**src/rtl/branch_predictor.sv**
```systemverilog
// -----------------------------------------------------------------------------
// branch_predictor
//
// Bimodal branch-history table. A table of 2-bit saturating counters is
// indexed by the decode-stage PC and gives a combinational taken/not-taken
// prediction for conditional branches (opcode BRANCH). One cycle later the
// same entry is trained with the execute-stage outcome.
//
// Counter encoding: 00 strong-NT, 01 weak-NT, 10 weak-T, 11 strong-T.
// There are no tags, so PCs equal modulo 4*ENTRIES share an entry.
//
// Optional feature macro: BP_STATS_EN
//   defined   -> branch / mispredict statistics counters and stats clear
//   undefined -> statistics outputs tied to 0, i_stats_clr ignored
//
// Ports:
//   i_clk               clock, all state on rising edge
//   i_rst_n             asynchronous active-low reset
//   i_decode_pc[31:0]   PC of the instruction in decode
//   i_decode_inst[31:0] instruction in decode
//   o_predict           1 = predict taken for the decode-stage instruction
//   i_pred_en           execute-stage valid conditional branch, train now
//   i_result            resolved outcome of that branch (1 = taken)
//   i_stats_clr         synchronous clear of the statistics counters
//   o_branch_count      trained branches since reset/clear
//   o_mispredict_count  trained branches whose prediction differed from result
// -----------------------------------------------------------------------------
module branch_predictor #(
    parameter int ENTRIES = 64
) (
    input  logic        i_clk,
    input  logic        i_rst_n,
    input  logic [31:0] i_decode_pc,
    input  logic [31:0] i_decode_inst,
    output logic        o_predict,
    input  logic        i_pred_en,
    input  logic        i_result,
    input  logic        i_stats_clr,
    output logic [31:0] o_branch_count,
    output logic [31:0] o_mispredict_count
);

    localparam int IDX = $clog2(ENTRIES);

    logic [IDX-1:0] w_idx;
    logic [IDX-1:0] r_idx_q;
    logic [1:0]     r_ctr [ENTRIES];
    logic           w_is_branch;
    logic [1:0]     w_ctr_rd;
    logic [1:0]     w_ctr_cur;
    logic [1:0]     w_ctr_next;
    logic           w_unused;

    // Word-aligned PC bits select the entry; only the BRANCH major opcode
    // (inst[6:2] = 11000) may predict taken, so JAL/JALR always give 0.
    assign w_idx       = i_decode_pc[IDX+1:2];
    assign w_is_branch = (i_decode_inst[6:2] == 5'b11000);
    assign w_ctr_rd    = r_ctr[w_idx];
    assign o_predict   = w_is_branch & w_ctr_rd[1];

    // Saturating update of the entry looked up one cycle earlier.
    assign w_ctr_cur = r_ctr[r_idx_q];

    always_comb begin
        w_ctr_next = w_ctr_cur;
        if (i_result) begin
            if (w_ctr_cur != 2'b11) w_ctr_next = w_ctr_cur + 2'd1;
        end else begin
            if (w_ctr_cur != 2'b00) w_ctr_next = w_ctr_cur - 2'd1;
        end
    end

    // Table and index pipeline register. The write lands on the clock edge,
    // so a same-cycle read of the same entry sees the old value (no bypass).
    always_ff @(posedge i_clk or negedge i_rst_n) begin
        if (!i_rst_n) begin
            r_idx_q <= '0;
            for (int i = 0; i < ENTRIES; i++) begin
                r_ctr[i] <= 2'b01;
            end
        end else begin
            r_idx_q <= w_idx;
            if (i_pred_en) begin
                r_ctr[r_idx_q] <= w_ctr_next;
            end
        end
    end

`ifdef BP_STATS_EN
    logic        r_pred_q;
    logic [31:0] r_branch_count;
    logic [31:0] r_mispredict_count;

    // Statistics: the prediction made in decode is carried along so the
    // execute-stage outcome can be compared against it. Clear wins over count.
    always_ff @(posedge i_clk or negedge i_rst_n) begin
        if (!i_rst_n) begin
            r_pred_q           <= 1'b0;
            r_branch_count     <= '0;
            r_mispredict_count <= '0;
        end else begin
            r_pred_q <= o_predict;
            if (i_stats_clr) begin
                r_branch_count     <= '0;
                r_mispredict_count <= '0;
            end else if (i_pred_en) begin
                r_branch_count <= r_branch_count + 32'd1;
                if (r_pred_q ^ i_result) begin
                    r_mispredict_count <= r_mispredict_count + 32'd1;
                end
            end
        end
    end

    assign o_branch_count     = r_branch_count;
    assign o_mispredict_count = r_mispredict_count;

    assign w_unused = ^{i_decode_pc[31:IDX+2], i_decode_pc[1:0],
                        i_decode_inst[31:7], i_decode_inst[1:0]};
`else
    assign o_branch_count     = 32'd0;
    assign o_mispredict_count = 32'd0;

    assign w_unused = ^{i_decode_pc[31:IDX+2], i_decode_pc[1:0],
                        i_decode_inst[31:7], i_decode_inst[1:0], i_stats_clr};
`endif

endmodule

```
**config.mk**
```make
export PLATFORM = sky130hd
export DESIGN_NAME = branch_predictor
export DESIGN_NICKNAME = d
export VERILOG_FILES = /design/src/rtl/branch_predictor.sv
export SDC_FILE = /design/constraint.sdc
export NUM_CORES = 1
export LEC_CHECK = 0
export ABC_AREA = 1
export CAP_MARGIN = 20
export CORE_MARGIN = 2
export CORE_UTILIZATION = 45
export DETAILED_ROUTE_END_ITERATION = 10
export PLACE_DENSITY = 0.72
export SYNTH_ARGS = -nofsm -noshare
export SYNTH_HDL_FRONTEND = slang
export SYNTH_SLANG_ARGS = --single-unit
```
**constraint.sdc**
```tcl
create_clock -name i_clk -period 2.22 [get_ports i_clk]
set_input_delay 0.333 -clock i_clk [delete_from_list [all_inputs] [get_ports i_clk]]
set_output_delay 0.333 -clock i_clk [all_outputs]
set_load 0.01 [all_outputs]
```
==> impl_metrics.env <==
export IMPL_ys_ff_latch=134
export IMPL_synth_warnings=0
export IMPL_skew_ns=0.0113
export IMPL_post_route_drc_count=0
export IMPL_synthTopCellsByArea="nand2_1, dfrtp_1, dfstp_2"
export IMPL_portBuffers=15
export IMPL_ys_seq_area_frac=0.407
export IMPL_critPathLaunchType="register"
export IMPL_irDropWorstVdd_v=0.000570
export IMPL_layout_drive_gt1_share=0.149
export IMPL_cts_buffer_depth=2
export IMPL_seqPwrFrac=0.402
export IMPL_grt_max_degree=58
export IMPL_grt_pass1_vias=7570
export IMPL_comb_power_share=0.219
export IMPL_avgSynthCellArea_um2=6.49
export IMPL_intPower_mw=5.35
export IMPL_path_cells="inv_4 > buf_12 > nand2_1 > nand3_1 > nand2_1 > o21ai_1 > nand2_1 > nor2_4 > nand2_2 > nand2_4 > nand2_8 > clkbuf_16 > nand3_1 > nand2_1"
export IMPL_maxSlewViolCount=0
export IMPL_die_w_um=141
export IMPL_final_cell_mix="nand2_1, inv_1, nand3_1"
export IMPL_clkPwrFrac=0.378
export IMPL_outcome="complete, but fails checks"
export IMPL_worstReg2RegStart="r_idx_q[0]"
export IMPL_drtAntennaViolNets=0
export IMPL_yosysTopAreaCellShare=0.283
export IMPL_die_area_um2=19900
export IMPL_rr_worst_depth=14
export IMPL_p_switching_mw=2.43
export IMPL_antenna_found_initial=0
export IMPL_worst_path_max_delay_cell="dfrtp_2"
export IMPL_htree_levels=4
export IMPL_hold_viol_final=0
export IMPL_die_y_um=141
export IMPL_critPathLaunch="r_idx_q[0]"
export IMPL_sw_frac_of_total=0.312
export IMPL_path_clk_slew_ns=0.06
export IMPL_avgViaCountPerCell=5.28
export IMPL_use_met3=0.0584
export IMPL_drt_pass1_iterations=6
export IMPL_crit_path_end_kind="register"
export IMPL_hold_start="i_decode_pc[2]"
export IMPL_n_antenna_cell=0
export IMPL_required_ns=2.54
export IMPL_synth_cells=1299
export IMPL_max_freq_ghz=0.440
export IMPL_cpMostUsedCell="nand2_1"
export IMPL_top_usage_layer="met2"
export IMPL_wl_um=27300
export IMPL_syn_to_final_growth_pct=18.8
export IMPL_worst_hold_path_type="primary input to register"
export IMPL_worstPathArrival_ns=2.60
export IMPL_synth_top_family_by_area="simple AND/OR/NAND/NOR gates"
export IMPL_setup_viol_count_final=97
export IMPL_grt_setup_unrepaired="yes"
export IMPL_use_met2=0.421
export IMPL_fin_util=0.541
export IMPL_power_density_nw_per_um2=777
export IMPL_yosys_area_share_adder=0
export IMPL_gp_congestion=0.960
export IMPL_cts_made_buffers=17
export IMPL_yosys_area_top_type="nand2_1"
export IMPL_use_met1=0.330
export IMPL_grt_use_total=0.262
export IMPL_synth_compound_area_share=0.0443
export IMPL_slowest_delay_ns=0.46
export IMPL_tightest_slew_ns=0.670
export IMPL_dp_cells=1569
export IMPL_ioPinCount=134
export IMPL_cp_max_fo=18
export IMPL_slew_headroom=0.553
export IMPL_stdcell_count=1613
export IMPL_cts_tree="built"
export IMPL_start_util=0.456
export IMPL_nFillCells=1741
export IMPL_grt_remaining_overflow=0
export IMPL_muxShareOfSynthArea=0
export IMPL_clk_latency_ns=0.44
export IMPL_failed_checks="negative setup slack"
export IMPL_r2r_end="r_ctr[97]"
export IMPL_drtIter0Drc=995
export IMPL_p_leak_nw=5.20
export IMPL_synthSimpleGateAreaFrac=0.397
export IMPL_grt_pass1_wl_um=40100
export IMPL_synth_cell_area_um2=8440
export IMPL_critPathCapture="r_ctr[97]"
export IMPL_synth_cell_types=25
export IMPL_layout_commonest_cell="nand2_1"
export IMPL_crit_type="register to register"
export IMPL_clock_root_buffer="clkbuf_16"
export IMPL_vias=8511
export IMPL_cts_sinks=134
export IMPL_maxCapViolations=0
export IMPL_rrSetupSlack_ns=-0.05
export IMPL_min_period_ns=2.27
export IMPL_wl_per_cell_um=16.9
export IMPL_row_count=50
export IMPL_core_um2=18500
export IMPL_dpl_hpwl_um=17200
export IMPL_worst_slack_ns=-0.0532
export IMPL_nets=1435
export IMPL_synth_xor_area_share=0
export IMPL_finalCritPeriodShare=1.02
export IMPL_finalSetupTns_ns=-1.94
-- critical path: cells and delay by family, from the launching register on --
family / cells / cell delay (ns)
flops: 1 / 0.46
buf+inv: 3 / 0.55
simple gates: 10 / 0.98
compound gates: 1 / 0.15
-- synth_stat cells --
cell type  instances
a21oi_1           16
buf_1              3
buf_2             28
buf_4             65
buf_6              9
clkbuf_1          10
clkbuf_2           1
clkinv_1           2
conb_1             1
dfrtp_1           70
dfstp_2           64
inv_1            128
inv_2              2
nand2_1          637
nand2_2            2
nand2_4            1
nand3_1           97
nand3b_1           1
nor2_1            91
nor2_2             1
nor3_1            18
o211ai_1           3
o21ai_0           37
o21ai_1            5
o221ai_1           7
-- registers in the layout, indices dropped and copies added, names as in the netlist --
name	flops
r_idx_q	6
r_ctr	128
-- metal layers --
metal  wire length [um]  vias up
met1              10900     3966
met5                  0        -
met2              12400      476
met3               2450       99
li1                   -     3970
met4               1470        0
-- final cells by class --
type / instances / area, um^2 / share of cell area
timing repair buffer: 101 / 1140 / 0.114
tap: 234 / 293 / 0.0292
clock buffer: 20 / 447 / 0.0446
multi-input combinational: 980 / 4050 / 0.405
sequential: 134 / 3440 / 0.343
inverter: 132 / 498 / 0.0497
clock inverter: 12 / 153 / 0.0152
-- power groups by stage --
stage                     logic [mW]  registers, mW  clock network [mW]
after floorplan                 1.02           3.07                   0
after global placement          1.40           3.15                   0
after detailed placement        1.43           3.15                   0
after CTS                       1.46           3.12                2.97
after global routing            1.86           3.16                3.07
final                           1.71           3.13                2.94
-- worst min-delay path by stage --
| stage | slack [ns] | endpoint | cells after the start |
|---|---|---|---|
| floorplan | 0.04 | r_ctr[101] | 0 |
| global placement | 0.33 | r_ctr[49] | 1 |
| detailed placement | 0.34 | r_ctr[49] | 1 |
| CTS | 0.39 | r_idx_q[0] | 2 |
| global route | 0.40 | r_idx_q[0] | 2 |
| finish | 0.40 | r_idx_q[0] | 2 |
-- through the flow --
step	setup WS (ns)	hold WS, ns	instance area (um^2)	power, mW
floorplan	0.140	0.0374	8670	4.09
global placement	-0.690	0.331	9070	4.56
detailed placement	-0.703	0.335	9070	4.58
CTS	0.00175	0.388	9750	7.54
global route	-0.120	0.399	10000	8.09
finish	-0.0532	0.397	10000	7.79
-- cell families after synthesis --
family,count (synthesis)
compound gates,68
buf+inv,248
flops,134
other cells,1
simple gates,848
-- repair_timing --
| action | CTS | global route |
|---|---|---|
| cloned | 2 | 9 |
| pin swaps | 1 | 6 |
| hold endpoints to repair | 26 | 0 |
| resized for setup | 17 | 24 |
| hold buffers | 1 | 0 |
| buffers inserted | 0 | 1 |
| setup endpoints to repair | 129 | 129 |
Note: power is estimated with default switching activity, not from simulation.
